$ cat config.mk
export PLATFORM = sky130hd
export DESIGN_NAME = spike_generator_array_flat
export DESIGN_NICKNAME = d
export VERILOG_FILES = /design/src/rtl/spike_generator_array_if.sv /design/src/rtl/spike_generator_array.sv /design/src/flat_wrapper.sv
export SDC_FILE = /design/constraint.sdc
export NUM_CORES = 1
export LEC_CHECK = 0
export CORE_MARGIN = 1.5
export CORE_UTILIZATION = 30
export CTS_CLUSTER_DIAMETER = 40
export DETAILED_ROUTE_END_ITERATION = 16
export GPL_ROUTABILITY_DRIVEN = 1
export HOLD_SLACK_MARGIN = 0.02
export SLEW_MARGIN = 40
export SYNTH_ARGS = -nofsm -noshare
export SYNTH_HDL_FRONTEND = slang
export SYNTH_SLANG_ARGS = --single-unit
$ cat constraint.sdc
create_clock -name clk -period 11.1 [get_ports clk]
set_input_delay 1.665 -clock clk [delete_from_list [all_inputs] [get_ports clk]]
set_output_delay 1.665 -clock clk [all_outputs]
set_load 0.005 [all_outputs]
$ cat src/rtl/spike_generator_array_if.sv
// ---------------------------------------------------------------------------
// spike_generator_array_if
//   TagCtChannel: a valid/ack channel that carries one (tag, ct) pair per
//   acknowledged transfer.
//
//   tag [Ntag] : source -> sink, item tag (generator index)
//   ct  [Nct]  : source -> sink, spike count for that tag
//   v          : source -> sink, item valid; held until acknowledged
//   a          : sink -> source, acknowledge, sampled at posedge while v=1
// ---------------------------------------------------------------------------
interface spike_generator_array_if #(
    parameter int Ntag = 10,
    parameter int Nct  = 10
);
    logic [Ntag-1:0] tag;
    logic [Nct-1:0]  ct;
    logic            v;
    logic            a;

    modport master (output tag, output ct, output v, input a);
    modport slave  (input tag, input ct, input v, output a);
endinterface

$ cat src/rtl/spike_generator_array.sv
// ---------------------------------------------------------------------------
// spike_generator_array
//   Array of Ngens fixed-rate spike generators. Each update_pulse sweeps the
//   first gens_used generators; each adds its Nct.Nfrac rate to a fractional
//   accumulator and, when the integer part of the sum is non-zero, emits
//   (tag = generator index, ct = integer part, saturated) on the TagCtChannel.
//
//   clk          : clock
//   reset        : asynchronous active-low reset
//   out          : TagCtChannel source (tag, ct, v out; a in)
//   update_pulse : one-cycle strobe that starts a sweep
//   gens_used    : number of generators swept, clamped to Ngens
//   cfg_wr       : config write strobe
//   cfg_idx      : generator index to configure
//   cfg_rate     : new rate (unsigned Nct.Nfrac); 0 disables the generator
//   overrun      : sticky flag, an update_pulse arrived while a sweep ran
// ---------------------------------------------------------------------------
module spike_generator_array #(
    parameter int Ngens = 16,
    parameter int Ntag  = 10,
    parameter int Nct   = 10,
    parameter int Nfrac = 8
) (
    input  logic                         clk,
    input  logic                         reset,
    spike_generator_array_if.master      out,
    input  logic                         update_pulse,
    input  logic [$clog2(Ngens+1)-1:0]   gens_used,
    input  logic                         cfg_wr,
    input  logic [$clog2(Ngens)-1:0]     cfg_idx,
    input  logic [Nct+Nfrac-1:0]         cfg_rate,
    output logic                         overrun
);

    localparam int GW = $clog2(Ngens + 1);
    localparam int IW = $clog2(Ngens);
    localparam int RW = Nct + Nfrac;

    typedef enum logic [1:0] {IDLE, SCAN, SEND} state_e;

    state_e            state_q, state_d;
    logic [IW-1:0]     idx_q, idx_d;
    logic [Ntag-1:0]   tag_q, tag_d;
    logic [Nct-1:0]    ct_q, ct_d;
    logic              overrun_q, overrun_d;

    logic [RW-1:0]     rate_q [Ngens];
    logic [Nfrac-1:0]  acc_q  [Ngens];

    logic [GW-1:0]     gens_eff;
    logic              last;
    logic [RW:0]       sum;
    logic [Nct:0]      ct_raw;
    logic [Nct-1:0]    ct_new;

    // Requests above Ngens sweep the whole array.
    assign gens_eff = (gens_used > GW'(Ngens)) ? GW'(Ngens) : gens_used;
    assign last     = (GW'(idx_q) == gens_eff - GW'(1));

    // One extra bit catches the carry; a set top bit means the count
    // overflowed Nct bits and is clamped rather than wrapped.
    assign sum    = (RW+1)'(acc_q[idx_q]) + (RW+1)'(rate_q[idx_q]);
    assign ct_raw = sum[RW:Nfrac];
    assign ct_new = ct_raw[Nct] ? '1 : ct_raw[Nct-1:0];

    // State and emission registers.
    // NOTE: sequential state uses non-blocking assignments so every register
    // samples pre-edge values, independent of statement order.
    always_ff @(posedge clk or negedge reset) begin
        if (!reset) begin
            state_q   <= IDLE;
            idx_q     <= '0;
            tag_q     <= '0;
            ct_q      <= '0;
            overrun_q <= 1'b0;
        end else begin
            state_q   <= state_d;
            idx_q     <= idx_d;
            tag_q     <= tag_d;
            ct_q      <= ct_d;
            overrun_q <= overrun_d;
        end
    end

    // Next-state logic.
    // NOTE: every signal gets a default before the case so no path leaves it
    // unassigned, which would otherwise infer a latch.
    always_comb begin
        state_d   = state_q;
        idx_d     = idx_q;
        tag_d     = tag_q;
        ct_d      = ct_q;
        overrun_d = overrun_q | (update_pulse && (state_q != IDLE));

        unique case (state_q)
            IDLE: begin
                if (update_pulse && (gens_eff != '0)) begin
                    idx_d   = '0;
                    state_d = SCAN;
                end
            end
            SCAN: begin
                if (ct_new != '0) begin
                    tag_d   = Ntag'(idx_q);
                    ct_d    = ct_new;
                    state_d = SEND;
                end else if (last) begin
                    state_d = IDLE;
                end else begin
                    idx_d = idx_q + IW'(1);
                end
            end
            SEND: begin
                if (out.a) begin
                    if (last) begin
                        state_d = IDLE;
                    end else begin
                        idx_d   = idx_q + IW'(1);
                        state_d = SCAN;
                    end
                end
            end
            default: state_d = IDLE;
        endcase
    end

    // Outputs: v is a pure decode of the state register, so reset drops it
    // asynchronously and it falls the cycle after an ack.
    assign out.v   = (state_q == SEND);
    assign out.tag = tag_q;
    assign out.ct  = ct_q;
    assign overrun = overrun_q;

    // Generator register array.
    // NOTE: this array is built from flops, not RAM, so it is cleared by the
    // reset like any other state.
    always_ff @(posedge clk or negedge reset) begin
        if (!reset) begin
            for (int i = 0; i < Ngens; i++) begin
                rate_q[i] <= '0;
                acc_q[i]  <= '0;
            end
        end else begin
            if (state_q == SCAN) begin
                acc_q[idx_q] <= sum[Nfrac-1:0];
            end
            // Placed after the SCAN update so a same-index config write wins.
            if (cfg_wr && (int'(cfg_idx) < Ngens)) begin
                rate_q[cfg_idx] <= cfg_rate;
                acc_q[cfg_idx]  <= '0;
            end
        end
    end

endmodule

$ cat src/flat_wrapper.sv
// flat-port wrapper written by rule: the top's interface ports become plain ports
module spike_generator_array_flat 
#(
    parameter int Ngens = 16,
    parameter int Ntag  = 10,
    parameter int Nct   = 10,
    parameter int Nfrac = 8
)
  (clk, reset, update_pulse, gens_used, cfg_wr, cfg_idx, cfg_rate, overrun, out_tag, out_ct, out_v, out_a);
  spike_generator_array_if #(.Ntag(Ntag), .Nct(Nct)) out_i ();
  input  logic clk;
  input  logic reset;
  input  logic update_pulse;
  input  logic [$clog2(Ngens+1)-1:0] gens_used;
  input  logic cfg_wr;
  input  logic [$clog2(Ngens)-1:0] cfg_idx;
  input  logic [Nct+Nfrac-1:0] cfg_rate;
  output logic overrun;
  output wire logic [$bits(out_i.tag)-1:0] out_tag;
  output wire logic [$bits(out_i.ct)-1:0] out_ct;
  output wire logic [$bits(out_i.v)-1:0] out_v;
  input wire logic [$bits(out_i.a)-1:0] out_a;
  assign out_tag = out_i.tag;
  assign out_ct = out_i.ct;
  assign out_v = out_i.v;
  assign out_i.a = out_a;
  spike_generator_array #(.Ngens(Ngens), .Ntag(Ntag), .Nct(Nct), .Nfrac(Nfrac)) u_core (.clk(clk), .reset(reset), .out(out_i), .update_pulse(update_pulse), .gens_used(gens_used), .cfg_wr(cfg_wr), .cfg_idx(cfg_idx), .cfg_rate(cfg_rate), .overrun(overrun));
endmodule
Yosys cells after proc, flatten, opt, wreduce, memory -nomap -nowiden
Index checks and enable logic that the tools add are counted.
{"block": "word_totals", "mem_bits_rw": 0, "latchBits": 0, "rom_bits": 0, "memories": 0, "output_inout_bits": 22, "word_cells": 98, "reg_bits": 437, "in_bits": 32}
{"block": "op_classes", "n_eq_ne": 7, "addsub": 3, "shift": 0, "n_bitwise": 5, "multipliers": 0, "n_lt_le_gt_ge": 5, "n_reduce_logical": 12, "n_mux": 29, "div": 0}
{"operator": "bitwise mux 288 bit", "count": 1}
{"operator": "2-to-1 mux 128 bit", "count": 2}
{"operator": "AND 128 bit", "count": 1}
{"operator": "bitwise mux 128 bit", "count": 1}
{"operator": "inverter 128 bit", "count": 1}
{"operator": "binary-select mux 18 bit (select 4 bit)", "count": 1}
{"operator": "demux 18 bit (select 4 bit)", "count": 1}
{"operator": "demux 8 bit (select 4 bit)", "count": 2}
{"operator": "2-to-1 mux 18 bit", "count": 3}
{"operator": "binary-select mux 8 bit (select 4 bit)", "count": 1}
{"operator": "2-to-1 mux 8 bit", "count": 4}
{"operator": "adder 8 x 18 -> 19 bit", "count": 1}
{"operator": "2-to-1 mux 4 bit", "count": 4}
{"operator": "one-hot mux 4 bit (3 select lines)", "count": 1}
{"operator": ">= comparator 5 bit, second input constant", "count": 2}
{"operator": "less-than comparator 5 x 1 -> 1 bit, second input constant", "count": 2}
{"operator": "2-to-1 mux 10 bit", "count": 1}
{"operator": "inverter 4 -> 5 bit", "count": 2}
{"operator": "nonzero test 10 bit", "count": 1}
{"operator": "2-to-1 mux 2 bit", "count": 4}
{"operator": "one-hot mux 2 bit (3 select lines)", "count": 1}
{"operator": "== test 4 x 5 -> 1 bit", "count": 1}
{"operator": "> comparator 5 bit, second input constant", "count": 1}
{"operator": "2-to-1 mux 5 bit", "count": 1}
{"operator": "17 further kinds", "count": 21}

Longest topological paths before layout
{"block": "depth", "depth_word": 9, "mapped_depth": 22, "ltp_nobuf": 15}

Worst setup path after synthesis
No wires, ideal clock.
{"block": "synth_path", "path_type": "register to register", "from": "reg u_core.idx_q[0]", "to": "reg u_core.state_q[1]", "arrival_time_ps": 5644, "synth_period_minus_slack_ps": 5770, "setup_ps": 126, "path_slack_ps": 5330, "path_buffers": 7, "path_stages_with_launch": 20, "required_ps": 10974, "path_cell_list": "dfrtp_1 -> buf_6 -> buf_12 -> buf_8 -> buf_4 -> buf_1 -> buf_1 -> mux4_2 -> mux4_2 -> ha_1 -> nor2b_1 -> o21ai_0 -> a211oi_1 -> nor2_1 -> nor4_2 -> and4b_1 -> o221ai_2 -> o31a_4 -> buf_6 -> a221o_1"}
{"block": "synth_via", "elab_chain_len": 9, "elab_cells_between_ends": 15, "classes_between": "1 x add/sub; 2 x eq/ne; 9 x mux; 1 x bitwise; 2 x reduce/logical"}
{"element": "start, declared", "line_no": "spike_generator_array.sv:42", "source": "logic [IW-1:0] idx_q, idx_d;"}
{"element": "start signal, assigned", "line_no": "spike_generator_array.sv:78", "source": "idx_q <= idx_d;"}
{"element": "inverter 4 -> 5 bit (implied by the code)", "line_no": "spike_generator_array.sv:62", "source": "assign sum = (RW+1)'(acc_q[idx_q]) + (RW+1)'(rate_q[idx_q]);"}
{"element": "binary-select mux 8 bit (select 4 bit) / binary-select mux 18 bit (select 4 bit) (equally long branches)", "line_no": "spike_generator_array.sv:62"}
{"element": "2-to-1 mux 8 bit (implied by the code) / 2-to-1 mux 18 bit (equally long branches) (2 in a row)", "line_no": "spike_generator_array.sv:62"}
{"element": "adder 8 x 18 -> 19 bit", "line_no": "spike_generator_array.sv:62"}
{"element": "2-to-1 mux 10 bit", "line_no": "spike_generator_array.sv:64", "source": "assign ct_new = ct_raw[Nct] ? '1 : ct_raw[Nct-1:0];"}
{"element": "nonzero test 10 bit", "line_no": "spike_generator_array.sv:103", "source": "if (ct_new != '0) begin"}
{"element": "inequality test 3 x 1 -> 1 bit (no line) / 2-to-1 mux 2 bit (equally long branches)"}
{"element": "AND reduction 3 bit (no line) / one-hot mux 2 bit (3 select lines) (equally long branches)"}
{"element": "end signal, assigned", "line_no": "spike_generator_array.sv:77", "source": "state_q <= state_d;"}
{"element": "end, declared", "line_no": "spike_generator_array.sv:41", "source": "state_e state_q, state_d;"}
Parallel ways exist; a longest one is shown, timed or not. The select of a mux whose other input is x is not followed.
A chain may end at the register's enable or synchronous reset.

Final worst setup path
{"block": "layout_path", "from": "reg u_core.idx_q[0]", "to": "reg u_core.idx_q[3]"}
{"block": "layout_via", "elab_chain_len": 9, "elab_cells_between_ends": 18, "classes_between": "2 x add/sub; 2 x eq/ne; 11 x mux; 1 x bitwise; 2 x reduce/logical"}
{"element": "inverter 4 -> 5 bit (implied by the code)", "line_no": "spike_generator_array.sv:62"}
{"element": "binary-select mux 8 bit (select 4 bit) / binary-select mux 18 bit (select 4 bit) (equally long branches)", "line_no": "spike_generator_array.sv:62"}
{"element": "2-to-1 mux 8 bit (implied by the code) / 2-to-1 mux 18 bit (equally long branches) (2 in a row)", "line_no": "spike_generator_array.sv:62"}
{"element": "adder 8 x 18 -> 19 bit", "line_no": "spike_generator_array.sv:62"}
{"element": "2-to-1 mux 10 bit", "line_no": "spike_generator_array.sv:64"}
{"element": "nonzero test 10 bit", "line_no": "spike_generator_array.sv:103"}
{"element": "inequality test 2 bit (no line)"}
{"element": "AND reduction 4 bit (no line)"}
Parallel ways exist; a longest one is shown, timed or not. The select of a mux whose other input is x is not followed.

==> results by group <==
Route
  – Via density: 5.22
  – Detail Route Antenna Nets: 0
  – Routed vias: 13680
  – Per-cell routed wire length: 21.6 um
  – DR iter-0 viols: around 1000
  – 1st-pass router iterations: 6
  – Post-route DRC: 0
  – Overall routed net length: 56600 um

Global route
  – Initial antenna violation count: 2
  – Global-route wire length before repair: approximately 88000 um
  – Number of global-route vias before repair: 14344
  – Pin count of the biggest net entering global routing: 163
  – Gr usage total: 16.0%
  – Total grt overflow: 0

Timing
  – Unrepaired setup endpoints after global routing: no
  – Setup TNS: 0 ns
  – Final setup viols: 0
  – Post-Route Skew: approximately 0.024 ns
  – Final WS setup: 4.95 ns
  – Slew Viols, Final: 0
  – Hold Violations, Final: 0
  – Final min period: 6.15 ns
  – Final worst path period share: a little under three fifths
  – Headroom to the max-slew limit: 45.2%
  – Worst slew pin tran: 0.822 ns
  – Fmax: 163 MHz
  – WHS: between 0.4 and 0.5 ns

Critical path
  – Critical path type: reg2reg
  – Crit-path cells: buf_12, buf_12, mux4_2, mux4_2, ha_1, nor2b_1, o21ai_0, a211oi_1, nor2_1, nor4_2, and4b_1, o221ai_2, o31a_4, nand2b_4, o41ai_2
  – Crit path max-delay cell type: dfrtp_4
  – Max incr delay on CP: 0.69 ns
  – Crit Path Max Fanout: 70
  – Kind of end point of the critical path: flop
  – Crit start category: flop
  – Required time worst endpoint: 11.61 ns
  – CP arrival: roughly 6.7 ns

Outcome
  – Outcome: finished clean

CTS
  – Clock root cell: clkbuf_16
  – CTS tree: yes
  – CTS H-tree lvls: 2
  – Setup bufs post-CTS: 0
  – PostCTS Resize Cnt: 0
  – CTS Buf Count: 54
  – Clock sink count: 437
  – Clock transition at path regs: 0.06 ns
  – Worst skew pair latency: 0.62 ns
  – Hold buffers post-CTS: 0
  – Max Root-Sink Buffers: 3

Synth
  – Sequential area share after synthesis: 52.0%
  – Largest cells by area after synthesis: dfrtp_1 (52%), mux2_2 (16%), mux4_2 (11%), nand2_1 (4.1%), a21oi_1 (2.6%)
  – Yosys top cell area share: 52.0%
  – Post-Syn Instances: between 1500 and 2000
  – Yosys reg bits: approximately 440
  – Post-synth EDFFs: 0
  – Synth Flop Type: dfrtp_1
  – Area leader, netlist: dfrtp_1
  – Mapped cell area: 21000 sq um
  – Synthesis warning total: 0
  – Distinct cells, synth: 69
  – Asr flop ratio synth: 100%
  – Synthesized area per cell: 13.1 sq um

Final layout
  – Non-Filler Instances: between 2000 and 3000
  – Final core utilization: 35.5%
  – FILL cells: 6619
  – Most frequent cells in the layout: dfrtp_1 (433), mux2_2 (292), nand2_1 (232)
  – Total Nets Final: around 1700
  – Area Growth Syn to Fin: 16.6%
  – Share of layout cells above drive strength 1: around a third
  – # diodes: 0
  – Multi-input logic area: around 9600 sq um
  – FF/Latch Area: 10900 sq um
  – Commonest non-fill, non-tap cell in the layout: dfrtp_1

Floorplan
  – DIE AREA: 71600 sq um
  – Width of the die: 268 um
  – Chip height: about 270 um
  – Row cnt: 96
  – Core area: between 60000 and 70000 sq um
  – Initial Utilization: 30.5%
  – Num ports: between 50 and 60

Power and ir drop
  – Sw Share: approximately 37%
  – Combinational power share: around two fifths
  – Reg power frac: 34.0%
  – P_sw: 0.00252 W
  – Pwr dens: about 280 nW/um^2
  – Max VDD drop: 0.195 mV
  – Clock power frac: 25.7%
  – Internal: 0.00429 W
  – Leak: 9.94 nW

Place
  – RD Place Congestion: 0.861
  – Post-DP HPWL: between 30000 and 40000 um
  – Pre-CTS worst setup slack: 4.85 ns
  – Cell total after placement: 2518
  – Number of I/O port buffers: 47

Hold path
  – Hold Path Class: reg2reg

Flow run
  – Number of max-cap violations: 0
[per-layer routing]
metal,track usage (%),wire (um),vias up
met4,6.44,2110,4
met2,27.9,28700,481
met1,19.9,22900,7106
met5,0,21,-
met3,2.47,2920,167
li1,-,-,5922
[sequential cells by signal, summed over array words and instances, names as in the netlist]
| signal | flops |
|---|---|
| u_core.acc_q | 128 |
| u_core.out.tag | 4 |
| u_core.overrun | 1 |
| u_core.rate_q | 288 |
| u_core.state_q | 2 |
| u_core.out.ct | 10 |
| u_core.idx_q | 4 |
[cell families after synthesis]
kind of cell,after synthesis,synth area share (%)
flip-flops,437,52.0
multiplexers,420,29.1
AND/OR/NAND/NOR,385,7.83
AO/OA/AOI/OAI,201,6.04
buffers and inverters,129,3.05
adder cells (fa/ha/maj),19,1.17
XOR/XNOR,17,0.709
other,1,0.0178
[cells in the mapped netlist (2+ instances only)]
cell      number
clkbuf_1      74
a211oi_1      34
nand3_1       21
mux4_1        13
nor3_1        17
dfrtp_1      437
a21o_1         3
o41ai_1        2
buf_6          8
nand2_1      232
and2_1         4
xor2_1         5
inv_1         18
buf_12         2
nand4_1        4
o21ai_0       15
nand3b_1       2
mux4_2       106
mux2_2       292
buf_1          9
mux2_4         3
nand2b_1       6
a22oi_1        9
buf_2          5
a31oi_1        5
nor4b_1        2
ha_1          18
and4_1         3
a211o_1        2
a221oi_2       3
nor2_1        78
a22o_1         2
buf_4         11
or2b_1         2
a21oi_1      109
xnor2_1       12
mux2i_1        6
nor2b_1        4
[power by group through the flow]
| stage | logic (W) | clock network (W) | registers, W |
|---|---|---|---|
| detailed placement | 0.00269 | 0 | 0.00236 |
| global route | 0.00295 | 0.00185 | 0.00237 |
| CTS | 0.00269 | 0.00178 | 0.00233 |
| finish | 0.00275 | 0.00175 | 0.00231 |
| floorplan | 0.00202 | 0 | 0.00221 |
| global placement | 0.00255 | 0 | 0.00236 |
[per-stage QoR]
stage	area [sq um]	total power, W
2_1_floorplan	21000	0.00422
3_3_place_gp	22500	0.00491
3_5_place_dp	22600	0.00504
4_1_cts	24400	0.00681
5_1_grt	24500	0.00717
6_report	24500	0.00681
[worst max-delay path: cells and delay by family (launching register included)]
family	cells	cell delay, ns
AO/OA/AOI/OAI	5	1.61
AND/OR/NAND/NOR	5	1.43
multiplexers	2	1.08
buffers and inverters	2	0.75
flip-flops	1	0.69
adder cells (fa/ha/maj)	1	0.40
[path summary, 6_finish.rpt]
path	start	end	slack, ns	cells past startpoint
worst max register to register	u_core.idx_q[0]	u_core.idx_q[3]	4.95	15
min in group asynchronous	reset	u_core.rate_q[100]	0.96	1
worst min register to register	u_core.overrun	u_core.overrun	0.47	1
worst min-delay path	u_core.overrun	u_core.overrun	0.47	1
worst max-delay path	u_core.idx_q[0]	u_core.idx_q[3]	4.95	15
max in group asynchronous	reset	u_core.acc_q[26]	8.05	5
[area by class of cell]
class                           instances  share of cell area, %
Clock buffer                           71                   6.19
Clock inverter                         31                   1.19
Inverter                               18                  0.276
Multi-Input combinational cell       1048                   39.2
Sequential cell                       437                   44.7
Tap cell                              931                   4.76
Timing Repair Buffer                   87                   3.72
(Power assumes the default switching activity.)
